==> config.mk <==
export PLATFORM = sky130hd
export DESIGN_NAME = seven_segment_scanner_flat
export DESIGN_NICKNAME = d
export VERILOG_FILES = /design/src/rtl/seven_seg_pkg.sv /design/src/rtl/seven_segment_scanner_if.sv /design/src/rtl/digit_blanker.sv /design/src/rtl/seven_segment_scanner.sv /design/src/flat_wrapper.sv
export SDC_FILE = /design/constraint.sdc
export NUM_CORES = 1
export LEC_CHECK = 0
export CAP_MARGIN = 10
export CORE_UTILIZATION = 35
export DETAILED_ROUTE_END_ITERATION = 8
export PLACE_DENSITY = 0.67
export SKIP_CTS_REPAIR_TIMING = 1
export SLEW_MARGIN = 20
export SYNTH_ARGS = -nofsm -noshare
export SYNTH_HDL_FRONTEND = slang
export SYNTH_SLANG_ARGS = --single-unit
==> constraint.sdc <==
create_clock -name clk -period 2.1 [get_ports clk]
set_clock_uncertainty 0.2 [all_clocks]
set_input_delay 0.42 -clock clk [delete_from_list [all_inputs] [get_ports clk]]
set_output_delay 0.42 -clock clk [all_outputs]
set_load 0.02 [all_outputs]
==> src/rtl/seven_seg_pkg.sv <==
`default_nettype none
// ============================================================================
//  Module      : seven_seg_pkg
//  Description : Shared types, constants and the hex-to-segment decoder for
//                the four-digit seven-segment scanner.
//                - scan_phase_t    : per-slot phase (BLANK / DRIVE)
//                - snapshot_t      : per-frame capture of digits + controls
//                - SEG_BLANK       : all segments off (active-low)
//                - ANODE_OFF       : all anodes off (active-low)
//                - hex_to_segments : 4-bit hex -> 8-bit active-low pattern
//  Revision    : 1.0 - initial release
// ============================================================================
package seven_seg_pkg;

  typedef enum logic [0:0] {
    BLANK = 1'b0,
    DRIVE = 1'b1
  } scan_phase_t;

  localparam logic [7:0] SEG_BLANK = 8'hFF;
  localparam logic [3:0] ANODE_OFF = 4'hF;

  // digits[3] is the leftmost digit, digits[0] the rightmost.
  typedef struct packed {
    logic [3:0][3:0] digits;
    logic            dp_enable;
    logic [1:0]      dp_position;
    logic            blank_leading_zeros;
  } snapshot_t;

  // Bit 7 is unused on the board and always reads 1; bits [6:0] = g..a.
  function automatic logic [7:0] hex_to_segments(input logic [3:0] hex);
    logic [7:0] seg;
    seg = SEG_BLANK;
    case (hex)
      4'h0: seg = 8'hC0;
      4'h1: seg = 8'hF9;
      4'h2: seg = 8'hA4;
      4'h3: seg = 8'hB0;
      4'h4: seg = 8'h99;
      4'h5: seg = 8'h92;
      4'h6: seg = 8'h82;
      4'h7: seg = 8'hF8;
      4'h8: seg = 8'h80;
      4'h9: seg = 8'h90;
      4'hA: seg = 8'h88;
      4'hB: seg = 8'h83;
      4'hC: seg = 8'hC6;
      4'hD: seg = 8'hA1;
      4'hE: seg = 8'h86;
      4'hF: seg = 8'h8E;
      default: seg = SEG_BLANK;
    endcase
    return seg;
  endfunction

endpackage
`default_nettype wire

==> src/rtl/seven_segment_scanner_if.sv <==
`default_nettype none
// ============================================================================
//  Module      : seven_segment_scanner_if
//  Description : Digit/control inputs and board-pin outputs of the scanner.
//                master : upstream source of digits, observer of the pins
//                slave  : the scanner itself
//                Inputs : display_on, third/second/first/zero_hex_digit[3:0],
//                         dp_enable, dp_position[1:0], blank_leading_zeros
//                Outputs: anode_bits[3:0], seven_segments_LED_output[7:0],
//                         decimal_point, LED_binary_coded_decimal[3:0],
//                         frame_tick
//  Revision    : 1.0 - initial release
// ============================================================================
interface seven_segment_scanner_if;

  logic       display_on;
  logic [3:0] third_hex_digit;
  logic [3:0] second_hex_digit;
  logic [3:0] first_hex_digit;
  logic [3:0] zero_hex_digit;
  logic       dp_enable;
  logic [1:0] dp_position;
  logic       blank_leading_zeros;

  logic [3:0] anode_bits;
  logic [7:0] seven_segments_LED_output;
  logic       decimal_point;
  logic [3:0] LED_binary_coded_decimal;
  logic       frame_tick;

  modport master (
    output display_on, third_hex_digit, second_hex_digit, first_hex_digit,
           zero_hex_digit, dp_enable, dp_position, blank_leading_zeros,
    input  anode_bits, seven_segments_LED_output, decimal_point,
           LED_binary_coded_decimal, frame_tick
  );

  modport slave (
    input  display_on, third_hex_digit, second_hex_digit, first_hex_digit,
           zero_hex_digit, dp_enable, dp_position, blank_leading_zeros,
    output anode_bits, seven_segments_LED_output, decimal_point,
           LED_binary_coded_decimal, frame_tick
  );

endinterface
`default_nettype wire

==> src/rtl/digit_blanker.sv <==
`default_nettype none
// ============================================================================
//  Module      : digit_blanker
//  Description : Combinational leading-zero and decimal-point masks computed
//                from the per-frame snapshot.
//                snap       : in  - frozen digits and display controls
//                blank_mask : out - bit k set => digit k shows no segments
//                dp_mask    : out - bit k set => digit k carries the DP
//  Revision    : 1.0 - initial release
// ============================================================================
module digit_blanker
  import seven_seg_pkg::*;
(
  input  snapshot_t  snap,
  output logic [3:0] blank_mask,
  output logic [3:0] dp_mask
);

  logic blank3;
  logic blank2;
  logic blank1;

  // A digit is a leading zero only if every digit to its left is one too.
  // Suppression stops at the DP digit so "0.5" keeps its integer zero.
  always_comb begin
    blank3 = snap.blank_leading_zeros && (snap.digits[3] == 4'h0) &&
             (!snap.dp_enable || (snap.dp_position < 2'd3));
    blank2 = blank3 && (snap.digits[2] == 4'h0) &&
             (!snap.dp_enable || (snap.dp_position < 2'd2));
    blank1 = blank2 && (snap.digits[1] == 4'h0) &&
             (!snap.dp_enable || (snap.dp_position < 2'd1));
    // Digit 0 always shows something, even for an all-zero value.
    blank_mask = {blank3, blank2, blank1, 1'b0};
    dp_mask    = snap.dp_enable ? (4'b0001 << snap.dp_position) : 4'b0000;
  end

endmodule
`default_nettype wire

==> src/rtl/seven_segment_scanner.sv <==
`default_nettype none
// ============================================================================
//  Module      : seven_segment_scanner
//  Description : Time-multiplexed driver for a four-digit common-anode
//                seven-segment display. Digits are frozen once per frame,
//                every slot opens with an all-off anti-ghosting interval.
//                clk           : in  - system clock
//                negated_reset : in  - asynchronous active-low reset
//                bus           : slave side of seven_segment_scanner_if
//                Parameters    : SCAN_DIV (cycles per slot, >= 4)
//                                BLANK_CYCLES (1 <= BLANK_CYCLES < SCAN_DIV)
//  Revision    : 1.0 - initial release
// ============================================================================
module seven_segment_scanner
  import seven_seg_pkg::*;
#(
  parameter int SCAN_DIV     = 100_000,
  parameter int BLANK_CYCLES = 1_000
) (
  input  logic                    clk,
  input  logic                    negated_reset,
  seven_segment_scanner_if.slave  bus
);

  localparam int               CNT_W      = $clog2(SCAN_DIV);
  localparam logic [CNT_W-1:0] CNT_LAST   = CNT_W'(SCAN_DIV - 1);
  localparam logic [CNT_W-1:0] BLANK_LAST = CNT_W'(BLANK_CYCLES - 1);

  // Scan state
  logic [CNT_W-1:0] cnt_q, cnt_d;
  logic [1:0]       slot_q, slot_d;
  scan_phase_t      phase_q, phase_d;
  snapshot_t        snap_q, snap_d;

  // Registered board pins
  logic [3:0] anode_q, anode_d;
  logic [7:0] seg_q, seg_d;
  logic       dp_q, dp_d;
  logic [3:0] bcd_q, bcd_d;
  logic       frame_tick_q, frame_tick_d;

  logic       cnt_last;
  logic       frame_wrap;
  logic       show;
  logic [3:0] blank_mask;
  logic [3:0] dp_mask;

  digit_blanker u_digit_blanker (
    .snap       (snap_q),
    .blank_mask (blank_mask),
    .dp_mask    (dp_mask)
  );

  always_comb begin
    cnt_last   = (cnt_q == CNT_LAST);
    frame_wrap = cnt_last && (slot_q == 2'd3);

    cnt_d  = cnt_last ? '0 : cnt_q + CNT_W'(1);
    slot_d = cnt_last ? slot_q + 2'd1 : slot_q;

    phase_d = phase_q;
    case (phase_q)
      BLANK:   if (cnt_q == BLANK_LAST) phase_d = DRIVE;
      DRIVE:   if (cnt_last)            phase_d = BLANK;
      default: phase_d = BLANK;
    endcase

    // Capture coincides with slot 3 -> 0 so a whole frame shows one value.
    snap_d = snap_q;
    if (frame_wrap) begin
      snap_d.digits[3]           = bus.third_hex_digit;
      snap_d.digits[2]           = bus.second_hex_digit;
      snap_d.digits[1]           = bus.first_hex_digit;
      snap_d.digits[0]           = bus.zero_hex_digit;
      snap_d.dp_enable           = bus.dp_enable;
      snap_d.dp_position         = bus.dp_position;
      snap_d.blank_leading_zeros = bus.blank_leading_zeros;
    end

    // display_on gates only the pins; scanning and capture keep running.
    show = (phase_q == DRIVE) && bus.display_on;

    anode_d = ANODE_OFF;
    seg_d   = SEG_BLANK;
    dp_d    = 1'b1;
    if (show) begin
      anode_d = ~(4'b0001 << slot_q);
      seg_d   = blank_mask[slot_q] ? SEG_BLANK
                                   : hex_to_segments(snap_q.digits[slot_q]);
      // The DP survives leading-zero blanking of its own digit.
      dp_d    = ~dp_mask[slot_q];
    end

    bcd_d        = snap_q.digits[slot_q];
    frame_tick_d = frame_wrap;
  end

  always_ff @(posedge clk or negedge negated_reset) begin
    if (!negated_reset) begin
      cnt_q        <= '0;
      slot_q       <= 2'd0;
      phase_q      <= BLANK;
      snap_q       <= '0;
      anode_q      <= ANODE_OFF;
      seg_q        <= SEG_BLANK;
      dp_q         <= 1'b1;
      bcd_q        <= 4'h0;
      frame_tick_q <= 1'b0;
    end else begin
      cnt_q        <= cnt_d;
      slot_q       <= slot_d;
      phase_q      <= phase_d;
      snap_q       <= snap_d;
      anode_q      <= anode_d;
      seg_q        <= seg_d;
      dp_q         <= dp_d;
      bcd_q        <= bcd_d;
      frame_tick_q <= frame_tick_d;
    end
  end

  assign bus.anode_bits                = anode_q;
  assign bus.seven_segments_LED_output = seg_q;
  assign bus.decimal_point             = dp_q;
  assign bus.LED_binary_coded_decimal  = bcd_q;
  assign bus.frame_tick                = frame_tick_q;

endmodule
`default_nettype wire
==> src/flat_wrapper.sv <==
// flat-port wrapper written by rule: the top's interface ports become plain ports
module seven_segment_scanner_flat import seven_seg_pkg::*;
#(
  parameter int SCAN_DIV     = 100_000,
  parameter int BLANK_CYCLES = 1_000
)
  (clk, negated_reset, bus_display_on, bus_third_hex_digit, bus_second_hex_digit, bus_first_hex_digit, bus_zero_hex_digit, bus_dp_enable, bus_dp_position, bus_blank_leading_zeros, bus_anode_bits, bus_seven_segments_LED_output, bus_decimal_point, bus_LED_binary_coded_decimal, bus_frame_tick);
  seven_segment_scanner_if bus_i ();
  input  logic clk;
  input  logic negated_reset;
  input wire logic [$bits(bus_i.display_on)-1:0] bus_display_on;
  input wire logic [$bits(bus_i.third_hex_digit)-1:0] bus_third_hex_digit;
  input wire logic [$bits(bus_i.second_hex_digit)-1:0] bus_second_hex_digit;
  input wire logic [$bits(bus_i.first_hex_digit)-1:0] bus_first_hex_digit;
  input wire logic [$bits(bus_i.zero_hex_digit)-1:0] bus_zero_hex_digit;
  input wire logic [$bits(bus_i.dp_enable)-1:0] bus_dp_enable;
  input wire logic [$bits(bus_i.dp_position)-1:0] bus_dp_position;
  input wire logic [$bits(bus_i.blank_leading_zeros)-1:0] bus_blank_leading_zeros;
  output wire logic [$bits(bus_i.anode_bits)-1:0] bus_anode_bits;
  output wire logic [$bits(bus_i.seven_segments_LED_output)-1:0] bus_seven_segments_LED_output;
  output wire logic [$bits(bus_i.decimal_point)-1:0] bus_decimal_point;
  output wire logic [$bits(bus_i.LED_binary_coded_decimal)-1:0] bus_LED_binary_coded_decimal;
  output wire logic [$bits(bus_i.frame_tick)-1:0] bus_frame_tick;
  assign bus_i.display_on = bus_display_on;
  assign bus_i.third_hex_digit = bus_third_hex_digit;
  assign bus_i.second_hex_digit = bus_second_hex_digit;
  assign bus_i.first_hex_digit = bus_first_hex_digit;
  assign bus_i.zero_hex_digit = bus_zero_hex_digit;
  assign bus_i.dp_enable = bus_dp_enable;
  assign bus_i.dp_position = bus_dp_position;
  assign bus_i.blank_leading_zeros = bus_blank_leading_zeros;
  assign bus_anode_bits = bus_i.anode_bits;
  assign bus_seven_segments_LED_output = bus_i.seven_segments_LED_output;
  assign bus_decimal_point = bus_i.decimal_point;
  assign bus_LED_binary_coded_decimal = bus_i.LED_binary_coded_decimal;
  assign bus_frame_tick = bus_i.frame_tick;
  seven_segment_scanner #(.SCAN_DIV(SCAN_DIV), .BLANK_CYCLES(BLANK_CYCLES)) u_core (.clk(clk), .negated_reset(negated_reset), .bus(bus_i));
endmodule
Yosys cells after proc, flatten, opt, wreduce, memory -nomap -nowiden

Memories as Yosys holds them, arrays and structs flattened.
Index checks and enable logic that the tools add are counted.

Memory bits (read-only): 112
Output and inout port bits: 18
Bits in registers: 58
Logic and storage cells: 60
Memories: 1

Memories:

| memory          | words | bits a word | rd ports | clocked after Yosys merged registers in | wr ports | RTL line            | text |
|---|---|---|---|---|---|---|---|
| (no name shown) | 16    | 7           | 1        | 0                                       | 0        | seven_seg_pkg.sv:35 | `case (hex)` |

Add/sub/neg operators: 2
Reductions and logical operators: 15
Shift operators: 2
Eq/ne operators: 3
Order comparisons: 4
Bitwise operators: 3
Mux-type cells: 15

Operator list:

| operator              | count |
|---|---|
| $add 17x1->17 const B | 1 |
| $eq 17x10->1 const B  | 1 |
| $eq 17x17->1 const B  | 1 |
| $mux 17               | 1 |
| $mux 8                | 2 |
| $logic_not 4->1       | 3 |
| $mux 4                | 3 |
| $bmux 4 s2            | 1 |
| $logic_and 1x1->1     | 8 |
| $shl 1x2->4 const A   | 2 |
| $mux 1                | 5 |
| $bmux 1 s2            | 2 |
| $lt 2x2->1 const B    | 2 |
| $not 4->4             | 1 |
| $logic_or 1x1->1      | 3 |
| $lt 2x3->1 const B    | 1 |
| $add 2x1->2 const B   | 1 |
| $eq 2x2->1 const B    | 1 |
| $lt 2x1->1 const B    | 1 |
| $not 1->1             | 2 |
| $pmux 1 s2            | 1 |
| $logic_not 1->1       | 1 |

Logic depth before layout (Yosys ltp)

Gate-level depths: netlist (run 1).

Depth after elaboration: 11
Mapped depth: 8

Cells and area by module

From an unflattened synthesis (run 1), not the netlist that was laid out.

Cells, all modules: 232
Area total of the unflattened synthesis: 2910.3 µm²

By module, submodules not included:

| module                | sequential area each (µm²) | cells each | times used | area an instance (µm²) |
|---|---|---|---|---|
| seven_segment_scanner | 1441.4                     | 212        | 1          | 2773.9 |
| digit_blanker         | 0.0                        | 20         | 1          | 136.4 |

Least setup slack after synthesis (run 1)

No wires, ideal clock.

Kind: register to register
Start point: reg u_core.slot_q[1]
End point: reg u_core.seg_q[3], in the netlist u_core.bus.seven_segments_LED_output[3]
Buffers on the path: 1
Setup time: 100 ps
Setup slack: -91 ps
Data required time: 1800 ps
Cell stages (with the launch flop): 7
Arrival time: 1890 ps
Clock period less this slack: 2191 ps
Path through: dfrtp_1 buf_1 mux4_2 ha_1 mux2_2 mux2i_1 nand3_1

Longest elaborated chain between the ends: 5
Elaborated cells between the ends (all ways): 7
Classes of those cells: mux (6); memory (1)

Ends and longest elaborated chain:

| what                   | RTL line                     | text |
|---|---|---|
| from (decl)            | seven_segment_scanner.sv:31  | `logic [1:0] slot_q, slot_d;` |
| from (signal assigned) | seven_segment_scanner.sv:111 | `slot_q <= slot_d;` |
| $bmux 4 s2             | --                           |  |
| $mux 4                 | --                           |  |
| net u_core.bcd_d[0]    | seven_segment_scanner.sv:39  | `logic [3:0] bcd_q, bcd_d;` |
| $mem_v2 16x7           | --                           |  |
| $mux 8                 | seven_segment_scanner.sv:88  | `seg_d = blank_mask[slot_q] ? SEG_BLANK` |
| $mux 8                 | seven_segment_scanner.sv:86  | `if (show) begin` |
| net u_core.seg_d[3]    | seven_segment_scanner.sv:37  | `logic [7:0] seg_q, seg_d;` |
| to (signal assigned)   | seven_segment_scanner.sv:115 | `seg_q <= seg_d;` |
| to (decl)              | seven_segment_scanner.sv:37  |  |

The timed path passes the listed nets, and every way through them passes these cells. The select of a mux whose other input is x is not followed.
A chain may end at the register's enable or synchronous reset.

Worst setup path in the final report (run 1)

Start point: reg u_core.slot_q[0]
End point: reg u_core.seg_q[2], in the netlist u_core.bus.seven_segments_LED_output[2]

Longest elaborated chain between the ends: 5
Elaborated cells between the ends (all ways): 7
Classes of those cells: mux (6); memory (1)

Ends and longest elaborated chain:

| what                         | RTL line                    | text |
|---|---|---|
| $bmux 4 s2                   | seven_segment_scanner.sv:89 | `: hex_to_segments(snap_q.digits[slot_q]);` |
| $mux 4 (not written as such) | seven_segment_scanner.sv:89 |  |
| $mem_v2 16x7                 | --                          |  |
| $mux 8 (*)                   | seven_segment_scanner.sv:88 |  |
| $mux 8 (*)                   | seven_segment_scanner.sv:86 |  |
| net u_core.seg_d[2]          | seven_segment_scanner.sv:37 |  |

The timed path passes the listed nets; every way through them passes the cells marked *. The select of a mux whose other input is x is not followed.

==> flow_summary.yaml, run 1 <==
status:
  status: "completed"
logic_synthesis:
  yosysUniqueCellTypes: 49
  yosysTopAreaCell: "dfrtp_1"
  synthCells: 230
  synth_area_leaders: "dfrtp_1 (39%), dfstp_2 (11%), mux2_4 (11%), ha_1 (4.8%), mux4_2 (3.2%)"
  synth_largest_type_area_fraction_pct: 39.46
  synth_xor_area_share_pct: 5.217
  syn_avg_cell_area_sq_um: 12.41
  syn-cell-area_sq_um: 2854
  async_flop_share_pct: 100.0
  synth_compound_area_share_pct: 4.647
  synth_simple_gate_area_share_pct: 14.99
  seq_area_frac_synth_pct: 50.50
  syn-num-nets: 264
  yosys_warnings: 0
  muxShareOfSynthArea_pct: 16.88
  synthAdderAreaFrac_pct: 4.822
  synth_edf_count: 0
  synthFlopType: "dfrtp_1"
  ys_ff_latch: 57
  synth_top_family_by_area: "multiplexers"
timing:
  finalSetupTns_ps: 0
  grt_setup_unrepaired: "no"
  fin_hold_ws_ps: 249.3
  hold_viol: 0
  max_freq_mhz: 484.3
  fin_crit_ps: 2065
  slew_violations: 0
  setup_viol: 0
  fin_crit_sh_pct: 98.33
pwr:
  internal-power_uw: 1960
  seq_power_share_pct: 46.0
  peakVddDrop_v: 0.0002803
  finalPower_uw: 2488
  switching_share_pct: 21.22
  comb_power_share_pct: 7.5
  cellPowerDensity_nw_per_um2: 643.8
  p_leak_uw: 0.001695
  power.switching_uw: 527.9
  clkPwrFrac_pct: 46.5
drt:
  wl_um: 5838
  drtIter0Drc: 87
  wl_per_cell_um: 14.27
  vias_per_cell: 4.900
  ant_nets: 0
  vias: 2004
  drtPass1Iterations: 4
  drcViolationCount: 0
die:
  die_y_um: 92.30
  core_sq_um: 7807
  die_w_um: 92.30
  rows: 32
  die_area_sq_um: 8519
  start_util_pct: 36.55
  io_pins: 41
final_layout:
  utilization_pct: 49.50
  fin_area_sq_um: 3865
  fillers: 695
  seq_area_sq_um: 1443
  multi_input_area_sq_um: 1375
  drive_above_1_share_pct: 30.29
  diodes: 0
  nets: 336
  synthToLayoutAreaGrowth_pct: 35.42
clock_network:
  clk_pin_slew_ps: 60
  h-tree-depth: 3
  clk_latency_ps: 340
  cts_tree: "done"
  numCtsBuffers: 9
  root_buffer: "clkbuf_8"
  numClockSinks: 57
  cts.path.max_buffers: 2
global_routing:
  grt_pass1_vias: 1868
  grt.overflow.total: 0
  grt_max_degree: 58
  antenna_found_initial: 0
  grt_pass1_wl_um: 9128
  grtUsageTotal_pct: 14.42
critical_path:
  crit_arrival_ps: 2140
  cp-start-kind: "register"
  endpoint: "u_core.bus.seven_segments_LED_output[2]"
  worst-r2r-cell-count: 6
  required_ps: 2170
  cp-startpoint: "u_core.slot_q[0]"
  path_max_fanout: 6
  worstReg2RegStart: "u_core.slot_q[0]"
  r2r-end: "u_core.bus.seven_segments_LED_output[2]"
  end_kind: "register"
  r2r_slack_ps: 40
  timing_worst_setup_path_type: "reg2reg"
placement:
  gp_congestion: 0.8220
  dp_hpwl_um: 4019
  io_buffers: 39
  placed_area_sq_um: 3545
hold_path:
  min_path_type: "reg2reg"
job:
  cap_violations: 0
power by group through the flow:
stage / Sequential (uW) / Clock [uW] / Combinational [uW]
detailed placement: 1160 / 0 / 181
CTS: 1140 / 1190 / 181
global placement: 1160 / 0 / 178
floorplan: 1160 / 0 / 81.8
global route: 1150 / 1240 / 202
finish: 1140 / 1160 / 187
metal layers:
layer | up-vias | track usage [%] | wire [um]
met5 | - | 0 | 0
met4 | 0 | 9.896 | 115
met3 | 9 | 3.366 | 211
met2 | 42 | 21.30 | 2706
met1 | 983 | 18.69 | 2805
li1 | 970 | - | -
placed cells by master, fill, tap and decap left out, types with 10 or more instances in the layout:
cell             count
nor2_1              14
nand3_1             11
buf_4               28
clkdlybuf4s50_1     29
nand4_1             10
xor2_1              10
nand2_1             12
dfstp_2             12
dfrtp_1             44
clkbuf_8            11
mux2_4              20
worst min-delay path by stage:
stage	start	end	slack [ps]	cells after the start
2_1_floorplan	negated_reset	u_core.bus.LED_binary_coded_decimal[0]	-80	0
3_5_place_dp	negated_reset	u_core.cnt_q[3]	240	2
5_1_grt	u_core.cnt_q[0]	u_core.cnt_q[0]	260	1
6_report	u_core.cnt_q[0]	u_core.cnt_q[0]	250	1
3_3_place_gp	negated_reset	u_core.cnt_q[3]	240	2
4_1_cts	negated_reset	u_core.snap_q[11]	-130	2
registers in the layout (all words and copies together) (netlist names):
| register | count |
|---|---|
| u_core.snap_q | 20 |
| u_core.cnt_q | 17 |
| u_core.bus.seven_segments_LED_output | 7 |
| u_core.bus.LED_binary_coded_decimal | 4 |
| u_core.bus.anode_bits | 4 |
| u_core.slot_q | 2 |
| u_core.bus.decimal_point | 1 |
| u_core.bus.frame_tick | 1 |
| u_core.phase_q | 1 |
critical path, stage by stage (launching register included):
cell and delay (ps):
dfrtp_2 410, buf_4 170, mux4_2 590, buf_4 190, nor3b_1 250, a31oi_1 90
nand3_1 90
cells in the mapped netlist (6+ instances only):
master    n
nand3_1  11
mux2_4   20
xor2_1   10
mux2i_1   8
xnor2_1   7
dfrtp_1  45
dfstp_2  12
nor2_1   14
inv_1     6
nand4_1  10
nand2_1  12
ha_1     11
area by class of cell:
class / instances / area share (%)
clock buffer: 11 / 3.917
clock inverter: 5 / 2.007
inverter: 6 / 0.5827
multi-input combinational: 158 / 35.58
sequential: 57 / 37.33
tap: 102 / 3.302
timing repair buffer: 70 / 17.29
logic make-up after synthesis:
kind of cell	count (synthesis)
buffers and inverters	16
AOI/OAI and AO/OA	20
xor gates and xnor gates	17
and+or+nand+nor	75
DFF	57
other	1
adders and majority gates	11
muxes	33
metrics by stage:
| stage | worst slack [ps] | instances |
|---|---|---|
| 6_report | 35.07 | 409 |
| 5_1_grt | 0.9728 | 409 |
| 3_3_place_gp | -8.077 | 389 |
| 3_5_place_dp | -132.0 | 389 |
| 2_1_floorplan | 8.632 | 230 |
| 4_1_cts | -155.6 | 405 |
(Power assumes the default switching activity.)
==> run 2, diff against run 1 <==
--- a/config.mk
+++ b/config.mk
@@ -8,7 +8,7 @@
 export CAP_MARGIN = 10
 export CORE_UTILIZATION = 35
 export DETAILED_ROUTE_END_ITERATION = 8
-export PLACE_DENSITY = 0.67
+export PLACE_DENSITY = 0.65
 export SKIP_CTS_REPAIR_TIMING = 1
 export SLEW_MARGIN = 20
 export SYNTH_ARGS = -nofsm -noshare
==> constraint.sdc (replaced) <==
create_clock -name clk -period 2.4 [get_ports clk]
set_clock_uncertainty 0.2 [all_clocks]
set_input_delay 0.48 -clock clk [delete_from_list [all_inputs] [get_ports clk]]
set_output_delay 0.48 -clock clk [all_outputs]
set_load 0.02 [all_outputs]
==> flow_summary.yaml, run 2 (synthesis gave the netlist of run 1 again) <==
die:
  die_area_sq_um: 8519
  io_pins: 41
  rows: 32
  start_util_pct: 36.55
  die_y_um: 92.30
  die_w_um: 92.30
  core_sq_um: 7807
critical_path:
  path_max_fanout: 7
  cp-start-kind: "register"
  timing_worst_setup_path_type: "reg2reg"
  end_kind: "register"
  required_ps: 2410
  crit_arrival_ps: 2270
  cp-startpoint: "u_core.snap_q[17]"
  worstReg2RegStart: "u_core.snap_q[17]"
  worst-r2r-cell-count: 4
global_routing:
  antenna_found_initial: 0
  grt_pass1_vias: 1879
  grt_max_degree: 37
  grt_pass1_wl_um: 9142
  grtUsageMet3_pct: 2.956
  busiest_layer: "met2"
  use_met2_pct: 20.31
  use_met1_pct: 18.96
  grt.overflow.total: 0
  grtUsageTotal_pct: 14.15
final_layout:
  top_register: "u_core.snap_q"
  synthToLayoutAreaGrowth_pct: 26.30
  final_cell_mix: "dfrtp_1 (45), clkdlybuf4s50_1 (38), mux2_4 (20)"
  diodes: 0
  layout_commonest_cell: "dfrtp_1"
  largest_reg_flops: 20
  drive_above_1_share_pct: 22.26
  nets: 312
pwr:
  clkPwrFrac_pct: 44.5
  p_leak_uw: 0.001570
  comb_power_share_pct: 7.2
  internal-power_uw: 1634
  finalPower_uw: 2070
  peakVddDrop_v: 0.0001963
  switching_share_pct: 21.10
  power.switching_uw: 436.8
  cellPowerDensity_nw_per_um2: 574.3
  seq_power_share_pct: 48.3
job:
  cap_violations: 0
drt:
  vias_per_cell: 4.852
  vias: 1868
  drtPass1Iterations: 4
  ant_nets: 0
  wl_um: 5391
  drtIter0Drc: 92
  wl_per_cell_um: 14.00
  drcViolationCount: 0
timing:
  grt_setup_unrepaired: "no"
  worst_pin_slew_ps: 638.3
  max_freq_mhz: 443.5
  fin_crit_ps: 2255
  fin_crit_sh_pct: 93.94
  slew_violations: 0
  finalSetupTns_ps: 0
  relSlewSlack_pct: 57.45
  setup_viol: 0
  hold_viol: 0
placement:
  gp_congestion: 0.7997
  io_buffers: 39
  dp_hpwl_um: 3858
hold_path:
  min_path_type: "reg2reg"
  holdPathStages: 1
  worstHoldStart: "u_core.cnt_q[0]"
status:
  status: "completed"
clock_network:
  clk_latency_ps: 330
  clk_pin_slew_ps: 60
  root_buffer: "clkbuf_8"
  h-tree-depth: 3
  cts_tree: "done"
  cts.path.max_buffers: 2
  numClockSinks: 57
  numCtsBuffers: 9
==> run 2: final timing paths <==
path                       slack, ps                                      end
min in group asynchronous        450                          u_core.cnt_q[3]
max in group asynchronous        920  u_core.bus.seven_segments_LED_output[4]
hold / removal                   250                          u_core.cnt_q[0]
hold reg to reg                  250                          u_core.cnt_q[0]
setup reg to reg                 150  u_core.bus.seven_segments_LED_output[0]
setup / recovery                 150  u_core.bus.seven_segments_LED_output[0]
==> run 2: cell type report <==
cell class	instances	area (sq um)
Clock buffer	14	172.7
Clock inverter	2	35.03
Fill cell	724	4203
Inverter	6	22.52
Multi-Input combinational cell	157	1333
Sequential cell	57	1441
Tap cell	102	127.6
Timing Repair Buffer	47	473.0
==> run 2: power groups by stage <==
stage                     Combinational [uW]  Clock [uW]  Sequential, uW
after floorplan                         71.6           0            1010
after global placement                   148           0            1020
after detailed placement                 152           0            1020
after CTS                                152         947             999
after global routing                     165         983            1000
final                                    150         921            1000
==> run 2: per-layer routing <==
metal	share of wire, %	wire length (um)	up-vias
met5	0	0	-
met4	3.5	186	0
met3	2.8	153	14
met2	45	2443	40
met1	48	2608	891
li1	-	-	923
==> run 2: through the flow <==
stage	utilization [%]	setup slack (ps)	cell area, sq um	hold slack [ps]	instances
finish	46.17	145.4	3605	245.5	385
global route	46.17	6.039	3605	283.2	385
CTS	46.04	117.8	3595	-82.56	384
detailed placement	43.38	133.9	3387	243.2	368
global placement	43.38	170.4	3387	235.9	368
floorplan	-	209.5	2854	-15.59	230
==> run 2: worst max-delay path, stage by stage, from the launching register on <==
cell      delay [ps]
dfrtp_1          400
or4b_2           670
a211oi_1         270
o221ai_1         360
o311ai_0         230
==> run 3, diff against run 2 <==
--- a/config.mk
+++ b/config.mk
@@ -9,6 +9,7 @@
 export CORE_UTILIZATION = 35
 export DETAILED_ROUTE_END_ITERATION = 8
 export PLACE_DENSITY = 0.65
+export SETUP_SLACK_MARGIN = 0.4
 export SKIP_CTS_REPAIR_TIMING = 1
 export SLEW_MARGIN = 20
 export SYNTH_ARGS = -nofsm -noshare
==> flow_summary.yaml, run 3 (synthesis gave the netlist of run 1 again) <==
clock_network:
  cts.path.max_buffers: 2
  numCtsBuffers: 9
  h-tree-depth: 3
  clk_pin_slew_ps: 70
  root_buffer: "clkbuf_8"
  cts_tree: "done"
  numClockSinks: 57
  clk_latency_ps: 340
critical_path:
  worst-r2r-cell-count: 6
  slowest_delay_ps: 610
  crit_arrival_ps: 2140
  r2r_slack_ps: 300
  crit_chain: "mux4_2 -> inv_2 -> ha_1 -> a21oi_1 -> a21o_1 -> nand3_1"
  path_max_fanout: 6
  timing_worst_setup_path_type: "reg2reg"
  cp-start-kind: "register"
  end_kind: "register"
  cp_slowest_cell: "mux4_2"
  required_ps: 2440
  r2r-end: "u_core.bus.seven_segments_LED_output[1]"
  worstReg2RegStart: "u_core.slot_q[0]"
global_routing:
  antenna_found_initial: 0
  grt_pass1_wl_um: 8866
  grt_pass1_vias: 1708
  grtUsageTotal_pct: 13.96
  grt_max_degree: 35
  grt.overflow.total: 0
drt:
  drtPass1Iterations: 4
  wl_um: 6111
  vias_per_cell: 5.007
  vias: 2013
  drcViolationCount: 0
  ant_nets: 0
  drtIter0Drc: 71
  wl_per_cell_um: 15.20
final_layout:
  fillers: 717
  largest_reg_flops: 20
  final_cell_mix: "dfrtp_1 (41), clkdlybuf4s50_1 (26), mux2_4 (20)"
  top_register: "u_core.snap_q"
  nets: 329
  diodes: 0
  drive_above_1_share_pct: 29.33
  layout_commonest_cell: "dfrtp_1"
  synthToLayoutAreaGrowth_pct: 33.89
die:
  die_w_um: 92.30
  core_sq_um: 7807
  rows: 32
  start_util_pct: 36.55
  io_pins: 41
  die_y_um: 92.30
  die_area_sq_um: 8519
hold_path:
  hold_end: "u_core.phase_q"
  min_path_type: "reg2reg"
  worstHoldStart: "u_core.phase_q"
  holdPathStages: 2
timing:
  finalSetupTns_ps: 0
  max_freq_mhz: 476.0
  slew_violations: 0
  hold_viol: 0
  relSlewSlack_pct: 62.74
  fin_crit_ps: 2101
  worst_pin_slew_ps: 558.9
  setup_viol: 0
  fin_crit_sh_pct: 87.53
  grt_setup_unrepaired: "yes"
status:
  status: "completed"
pwr:
  comb_power_share_pct: 8.9
  peakVddDrop_v: 0.0002541
  cellPowerDensity_nw_per_um2: 496.7
  power.switching_uw: 440.0
  p_leak_uw: 0.001623
  seq_power_share_pct: 53.0
  finalPower_uw: 1898
  clkPwrFrac_pct: 38.0
  switching_share_pct: 23.18
  internal-power_uw: 1458
placement:
  gp_congestion: 0.8213
  dp_hpwl_um: 3846
  io_buffers: 39
job:
  cap_violations: 0
[run 3: how the worst max path moves through the flow]
stage / start / to / slack, ps / cells past startpoint
after floorplan: u_core.cnt_q[11] / u_core.snap_q[0] / 320 / 5
after global placement: u_core.slot_q[0] / u_core.bus.seven_segments_LED_output[3] / 240 / 5
after detailed placement: u_core.slot_q[0] / u_core.bus.seven_segments_LED_output[3] / 220 / 5
after CTS: u_core.slot_q[0] / u_core.bus.seven_segments_LED_output[3] / 210 / 5
after global routing: u_core.slot_q[0] / u_core.bus.seven_segments_LED_output[3] / 220 / 5
final: u_core.slot_q[0] / u_core.bus.seven_segments_LED_output[1] / 300 / 6
[run 3: layout make-up]
class,count,area (sq um),share of cell area [%]
multi-input combinational,159,1450,37.95
sequential,57,1446,37.85
timing repair buffer,62,623.1,16.31
clock buffer,15,146.4,3.831
tap,102,127.6,3.340
inverter,6,22.52,0.5894
clock inverter,1,5.005,0.1310
[run 3: per-layer routing]
layer | vias up | wire (um) | GRT usage [%]
met4 | 0 | 122 | 7.422
met3 | 8 | 313 | 4.023
met5 | - | 0 | 0
li1 | 962 | - | -
met2 | 60 | 2652 | 18.70
met1 | 983 | 3021 | 20.12
[run 3: power by group through the flow]
stage          Sequential, uW  Combinational [uW]  Clock [uW]
6_report                 1010                 170         722
3_5_place_dp             1020                 153           0
3_3_place_gp             1020                 151           0
2_1_floorplan            1010                72.4           0
5_1_grt                  1010                 184         789
4_1_cts                  1000                 153         741
[run 3: worst max-delay path: cells and delay by family (launching register included)]
kind / cells / cell delay (ps)
flip-flops: 1 / 450
adder cells (fa/ha/maj): 1 / 260
AND/OR/NAND/NOR: 1 / 80
AO/OA/AOI/OAI: 2 / 270
multiplexers: 1 / 610
buffers and inverters: 1 / 150
[run 3: through the flow]
stage | setup WS [ps] | instances | hold WS (ps) | util [%] | instance area, sq um
floorplan | 315.5 | 230 | -15.59 | - | 2864
global placement | 238.7 | 369 | 237.1 | 43.51 | 3397
detailed placement | 224.0 | 369 | 248.9 | 43.51 | 3397
CTS | 209.2 | 385 | -46.91 | 45.45 | 3548
global route | 216.2 | 402 | 333.7 | 48.94 | 3821
finish | 299.4 | 402 | 289.6 | 48.94 | 3821
